==> src/rtl/drp_rmw_master.sv <==
// ---------------------------------------------------------------------------
// drp_rmw_master
//
// DRP initiator for GTPE2_COMMON / GTPE2_CHANNEL ports. Accepts single reads
// and masked read-modify-write requests on a valid/ready interface and turns
// them into DRP_EN / DRP_WE / DRP_RDY sequences. Everything runs on drp_clk.
//
// Handshake: a request transfers on a drp_clk edge where req_valid and
// req_ready are both high; req_ready is high only while idle. Responses are a
// single-cycle rsp_valid pulse with no backpressure; rsp_timeout and rsp_data
// are meaningful only while rsp_valid is high.
//
// Ports
//   drp_clk, rst         clock, asynchronous active-high reset
//   req_valid/req_ready  request handshake
//   req_we               0 = read, 1 = masked write
//   req_addr             DRP address
//   req_mask, req_data   bits to replace / their new values (writes only)
//   rsp_valid            one-cycle response pulse
//   rsp_data             read word, final written word, or 0 on timeout
//   rsp_timeout          transaction aborted waiting for drp_rdy
//   drp_addr/en/we/di    to the DRP port
//   drp_do, drp_rdy      from the DRP port
//   state_dbg            current FSM state for observation
// ---------------------------------------------------------------------------
module drp_rmw_master #(
  parameter int TIMEOUT = 64
) (
  input  logic        drp_clk,
  input  logic        rst,
  input  logic        req_valid,
  output logic        req_ready,
  input  logic        req_we,
  input  logic [7:0]  req_addr,
  input  logic [15:0] req_mask,
  input  logic [15:0] req_data,
  output logic        rsp_valid,
  output logic [15:0] rsp_data,
  output logic        rsp_timeout,
  output logic [7:0]  drp_addr,
  output logic        drp_en,
  output logic        drp_we,
  output logic [15:0] drp_di,
  input  logic [15:0] drp_do,
  input  logic        drp_rdy,
  output logic [2:0]  state_dbg
);

  localparam int CW = $clog2(TIMEOUT + 1);
  // Counter value seen in the last permitted wait cycle.
  localparam logic [CW-1:0] CNT_LAST = CW'(TIMEOUT - 1);

  typedef enum logic [2:0] {
    IDLE    = 3'd0,
    RD_EN   = 3'd1,
    RD_WAIT = 3'd2,
    WR_EN   = 3'd3,
    WR_WAIT = 3'd4,
    RESP    = 3'd5
  } state_t;

  state_t        state, state_next;
  logic [CW-1:0] cnt, cnt_next;
  logic          we_q;
  logic [15:0]   mask_q, data_q;
  logic [15:0]   merged_q, merged_next;
  logic [15:0]   rsp_data_next;
  logic          rsp_timeout_next;
  logic          accept;

  assign state_dbg = state;
  // req_ready is registered, so it also covers the first cycle after reset.
  assign accept    = (state == IDLE) && req_ready && req_valid;

  always_comb begin
    state_next       = state;
    cnt_next         = cnt;
    merged_next      = merged_q;
    rsp_data_next    = rsp_data;
    rsp_timeout_next = rsp_timeout;
    case (state)
      IDLE: begin
        if (accept) begin
          if (req_we && (req_mask == 16'hFFFF)) begin
            // Every bit is replaced, so the old contents are irrelevant.
            merged_next = req_data;
            state_next  = WR_EN;
          end else begin
            state_next  = RD_EN;
          end
        end
      end
      RD_EN: begin
        cnt_next   = '0;
        state_next = RD_WAIT;
      end
      RD_WAIT: begin
        if (drp_rdy) begin
          rsp_timeout_next = 1'b0;
          if (!we_q) begin
            rsp_data_next = drp_do;
            state_next    = RESP;
          end else begin
            merged_next = (drp_do & ~mask_q) | (data_q & mask_q);
            if (mask_q == 16'h0000) begin
              // Empty mask: nothing changes, report the word as read.
              rsp_data_next = drp_do;
              state_next    = RESP;
            end else begin
              state_next = WR_EN;
            end
          end
        end else if (cnt == CNT_LAST) begin
          rsp_data_next    = 16'h0000;
          rsp_timeout_next = 1'b1;
          state_next       = RESP;
        end else begin
          cnt_next = cnt + CW'(1);
        end
      end
      WR_EN: begin
        cnt_next   = '0;
        state_next = WR_WAIT;
      end
      WR_WAIT: begin
        if (drp_rdy) begin
          rsp_data_next    = merged_q;
          rsp_timeout_next = 1'b0;
          state_next       = RESP;
        end else if (cnt == CNT_LAST) begin
          rsp_data_next    = 16'h0000;
          rsp_timeout_next = 1'b1;
          state_next       = RESP;
        end else begin
          cnt_next = cnt + CW'(1);
        end
      end
      RESP: begin
        state_next = IDLE;
      end
      default: begin
        state_next = IDLE;
      end
    endcase
  end

  // Outputs are registered from the next-state values so they line up with
  // the state they belong to without a cycle of lag.
  always_ff @(posedge drp_clk or posedge rst) begin
    if (rst) begin
      state       <= IDLE;
      cnt         <= '0;
      we_q        <= 1'b0;
      mask_q      <= 16'h0000;
      data_q      <= 16'h0000;
      merged_q    <= 16'h0000;
      req_ready   <= 1'b0;
      rsp_valid   <= 1'b0;
      rsp_data    <= 16'h0000;
      rsp_timeout <= 1'b0;
      drp_addr    <= 8'h00;
      drp_en      <= 1'b0;
      drp_we      <= 1'b0;
      drp_di      <= 16'h0000;
    end else begin
      state    <= state_next;
      cnt      <= cnt_next;
      merged_q <= merged_next;
      if (accept) begin
        we_q     <= req_we;
        mask_q   <= req_mask;
        data_q   <= req_data;
        drp_addr <= req_addr;
      end
      req_ready   <= (state_next == IDLE);
      rsp_valid   <= (state_next == RESP);
      rsp_data    <= rsp_data_next;
      rsp_timeout <= rsp_timeout_next;
      drp_en      <= (state_next == RD_EN) || (state_next == WR_EN);
      drp_we      <= (state_next == WR_EN);
      drp_di      <= (state_next == WR_EN) ? merged_next : 16'h0000;
    end
  end

endmodule

==> config.mk <==
export PLATFORM = sky130hd
export DESIGN_NAME = drp_rmw_master
export DESIGN_NICKNAME = d
export VERILOG_FILES = /design/src/rtl/drp_rmw_master.sv
export SDC_FILE = /design/constraint.sdc
export NUM_CORES = 1
export LEC_CHECK = 0
export CORE_AREA = 5 5 108 110
export CTS_BUF_LIST = sky130_fd_sc_hd__clkbuf_2
export CTS_CLUSTER_SIZE = 25
export DETAILED_ROUTE_END_ITERATION = 10
export DIE_AREA = 0 0 113 115
export PLACE_DENSITY_LB_ADDON = 0.1
export RECOVER_POWER = 25
export SYNTH_ARGS = -nofsm -noshare
export SYNTH_HDL_FRONTEND = slang
export SYNTH_SLANG_ARGS = --single-unit
==> constraint.sdc <==
create_clock -name drp_clk -period 3.6 [get_ports drp_clk]
set_clock_uncertainty 0.2 [all_clocks]
set_input_delay 0.72 -clock drp_clk [delete_from_list [all_inputs] [get_ports drp_clk]]
set_output_delay 0.72 -clock drp_clk [all_outputs]
set_load 0.05 [all_outputs]
## Yosys cells after proc, flatten, opt, wreduce, memory -nomap -nowiden

Index checks and enable logic that the tools add are counted.

- Add/subtract/negate cells: 1
- Equality and inequality tests: 12
- Multiplexer cells: 25
- Bitwise operators: 4
- Reduce and logical (&&, ||, !) cells: 15

Operator list:

| operator | number |
|---|---|
| 16-bit 2-to-1 mux | 10 |
| 16-bit case mux with 2 select lines | 2 |
| 16-bit AND | 2 |
| 3-bit 2-to-1 mux | 6 |
| 16-bit == test, second input constant | 1 |
| 16-bit logical NOT | 1 |
| 16-bit inverter | 1 |
| 16-bit bitwise OR | 1 |
| 3-bit case mux with 5 select lines | 1 |
| 7-bit 2-to-1 mux | 2 |
| 7-bit case mux with 2 select lines | 1 |
| 3-bit by 2-bit == test with 1-bit output, second input constant | 3 |
| 7-bit by 1-bit adder with 7-bit output, second input constant | 1 |
| 7-bit by 6-bit == test with 1-bit output, second input constant | 1 |
| 3-bit by 1-bit == test with 1-bit output, second input constant | 2 |
| 3-bit == test, second input constant | 2 |
| 3-bit logical NOT | 2 |
| 2-bit nonzero test | 3 |
| 2-bit inequality test, second input constant | 2 |
| 4-bit inequality test, second input constant | 1 |
| 2-bit AND reduction | 2 |
| 2-bit OR reduction | 2 |
| 1-bit logical AND | 3 |
| 3-bit AND reduction | 1 |
| other kinds (3) | 4 |

- Register bits: 104
- Bits of input ports: 61
- Output and inout port bits: 48
- Logic and storage cells: 71

## Depth between registers and ports, before layout

- Depth in word-level cells: 7
- Depth in mapped cells: 7
- Depth with buffers taken out: 5

## Least setup slack after synthesis

No wires, ideal clock.

- Path type: register to register
- Start: reg state[0] (netlist: state_dbg[0])
- End: reg merged_q[11]
- Setup time: 0.126 ns
- Arrival time: 1.872 ns
- Required time: 3.274 ns
- Setup slack: 1.402 ns
- Stages on the path, launching flop included: 7
- Buffers on the path: 2
- Clock period less this slack: 2.198 ns
- Cells stage by stage: dfrtp_1 > buf_6 > or2_4 > nor4_4 > a21oi_2 > buf_6 > a221o_1

- Word-level cells in the longest chain between the ends: 5
- Elaborated cells on any way between the ends: 6
- Classes of those cells: eq/ne: 1; mux: 2; reduce/logical: 3

RTL lines:

| item | RTL line | source |
|---|---|---|
| start, declared | 62 | `state_t state, state_next;` |
| start signal, assigned | 166 | `state <= state_next;` |
| 3-bit logical NOT | 73, 81 |  |
| 1-bit logical AND (2 in a row) | 73 | `assign accept = (state == IDLE) && req_ready && req_valid;` |
| 16-bit 2-to-1 mux | 83 | `if (accept) begin` |
| 16-bit case mux with 2 select lines * | 81 | `case (state)` |
| via merged_next[11] | 66 | `logic [15:0] merged_q, merged_next;` |
| end signal, assigned | 168 | `merged_q <= merged_next;` |
| end, declared | 66 |  |

The timed path passes the listed nets; every way through them passes the cells marked *.
A chain may end at the register's enable or synchronous reset.

## Worst setup path after layout

- Start: reg state[1] (netlist: state_dbg[1])
- End: out state_dbg[1]

RTL lines:

| item | RTL line | source |
|---|---|---|
| end, declared | 46 | `output logic [2:0] state_dbg` |

No word-level cell between the ends.

==> flow_summary.toml <==
[status]
status = "complete, no violations"

[cts]
htree_levels = 3
cts_tree = "done"
clockBufferDepth = 2
cts_buffers = 9
post_cts_buffers = 0
cts_sinks = 104
cts.repair.resized = 0
clk_pin_slew_worst_paths_ps = 270
clkLatencyLatePin_ps = 570
cts_root_buf = "clkbuf_2"
postCtsHoldBufs = 0

[yosys]
yosysSeqAreaShare_pct = 53.3
synth_most_common_cell = "dfrtp_1"
ys_top_cells_by_area = "dfrtp_1 53%, mux2_2 8.5%, mux2i_1 7.0%"
synthCells = 393
synth_cell_type_count = 55
syn_nets = 455
synth_edf_count = 0
yosys_warnings = 0
synth_area_mm2 = 0.00489
synth_area_per_cell_um2 = 12.4
yosys_register_bits = 104
synth-main-ff-cell = "dfrtp_1"
synth_largest_area_cell = "dfrtp_1"
async_flop_share_pct = 100
yosys.area.top_type_share_pct = 53.3
synth_common_cells = "104 x dfrtp_1, 37 x mux2_2, 34 x mux2i_1, 31 x nand2_1, 17 x o2bb2ai_1"

[pwr]
p_int_w = 0.00281
pwr-share-comb_pct = 48.3
ir_drop_mv = 0.396
pwr-share-clk_pct = 11.2
p_leak_nw = 2.53
power.share.sequential_pct = 40.6
swShare_pct = 43.7
switchingPower_w = 0.00218
power_density_mw_per_mm2 = 811

[min_path]
hold_path.class = "register to register"

[finish]
nets = 557
utilization_pct = 58.1
layout.cells.non_filler = 640
area_growth_syn_to_layout_pct = 26.1
drive_gt1_share_pct = 15.2
antennaDiodeCount = 0

[job]
drv_cap = 0

[placed_design]
port_buffers = 108
dp.cells = 624
dp_hpwl_um = 9040
gp_congestion = 0.824

[worst_setup_path]
critPathCaptureType = "primary output"
path_cells = "clkdlybuf4s50_1"
slowest_stage = "clkdlybuf4s50_1"
worstSetupPathType = "register to primary output"
slowest_delay_ps = 920
cp_max_fo = 21
cp.arrival_ps = 2250
crit_buf_inv = 1
critical_path.top_delay_family = "buffers and inverters"
critical_path_required_ps = 2680
critical_path.startpoint_type = "register"

[sta]
rsz0062_at_grt = "false"
slew_viol_final = 0
tns_ps = 0
max_freq_ghz = 0.315
period_share_pct = 88.2
maxSlewHeadroom_pct = 9.97
hold_violations = 0
setup_viol = 0
worstMarginPinSlew_ps = 1340
final.min_clock_period_ps = 3170

[routing]
drt_iter0_markers = 151
drcViolationCount = 0
highest_layer = "met4"
wire_per_inst_um = 20.3
drt-total-wl_um = 13000
wl_met3_um = 843
drtAntennaViolNets = 0
drt-met1-wl_um = 5900
vias = 3722
wl_met2_um = 6140
drt_first_pass_iters = 4
avgViaCountPerCell = 5.82

[floorplanning]
coreArea_mm2 = 0.0106
rows = 38
chipWidth_um = 113
io-pin-count = 109
die_area_mm2 = 0.0130
initial_core_util_pct = 46.1
fp.dieH_um = 115

[global_routing]
grt_pass1_wl_um = 20600
grt_antenna_before_repair = 0
grt_max_degree = 50
grt_overflow = 0
grt_pass1_vias = 3781
grtUsageTotal_pct = 20.3
-- cells by family after synthesis --
kind of cell / share of synthesized area, %
mux: 16.4
simple gates: 9.27
buf+inv: 3.92
compound gates: 16.9
fa+ha+maj: 0.256
flops: 53.3
-- metal layers --
layer	global-route usage, %	vias to the layer above
li1	-	1702
met1	28.1	1873
met2	32.5	135
met5	0	-
met4	4.65	0
met3	5.00	12
-- state kept, by name (all words and copies together), names as in the netlist, 3 cells and up --
register   cells
rsp_data      16
cnt            7
drp_addr       8
data_q        16
merged_q      16
drp_di        16
mask_q        16
state_dbg      3
-- layout by cell type, fill, tap and decap left out, types with 9 or more instances in the layout --
| cell | instances |
|---|---|
| clkdlybuf4s50_1 | 107 |
| dfrtp_1 | 104 |
| mux2_2 | 37 |
| mux2i_1 | 34 |
| nand2_1 | 31 |
| o2bb2ai_1 | 17 |
| o31ai_1 | 16 |
| a221o_1 | 15 |
| a22o_1 | 14 |
| clkbuf_2 | 11 |
| nor2_1 | 9 |
| buf_4 | 9 |
-- final timing paths --
kind,startpoint,end,slack [ps],cells past startpoint
max in group asynchronous,rst,mask_q[12],700,3
worst max-delay path,state_dbg[1],state_dbg[1],430,1
worst max register to register,state_dbg[0],merged_q[0],910,5
min in group asynchronous,rst,data_q[0],650,2
worst min-delay path,rsp_data[12],rsp_data[12],330,1
worst min register to register,rsp_data[12],rsp_data[12],330,1
-- stage by stage --
step / hold WS, ps / total power, W / worst slack, ps / area [µm²]
after floorplan: 258 / 0.00372 / 1400 / 4890
after global placement: 270 / 0.00443 / 418 / 6060
after detailed placement: 273 / 0.00448 / 410 / 6060
after CTS: 328 / 0.00504 / 404 / 6180
after global routing: 355 / 0.00528 / 215 / 6160
final: 327 / 0.00500 / 426 / 6160
-- power by group through the flow --
| stage | clock network [W] | logic (W) | registers (W) |
|---|---|---|---|
| final | 0.000558 | 0.00241 | 0.00203 |
| after global routing | 0.000620 | 0.00257 | 0.00209 |
| after global placement | 0 | 0.00239 | 0.00204 |
| after floorplan | 0 | 0.00121 | 0.00251 |
| after detailed placement | 0 | 0.00243 | 0.00205 |
| after CTS | 0.000584 | 0.00243 | 0.00202 |
-- cell type report --
class	instances	area (µm²)
Sequential cell	104	2600
Timing Repair Buffer	118	1150
Clock inverter	6	67.6
Fill cell	906	4440
Clock buffer	10	50.0
Tap cell	140	175
Inverter	5	20.0
Multi-Input combinational cell	257	2090
(Power assumes the default switching activity.)
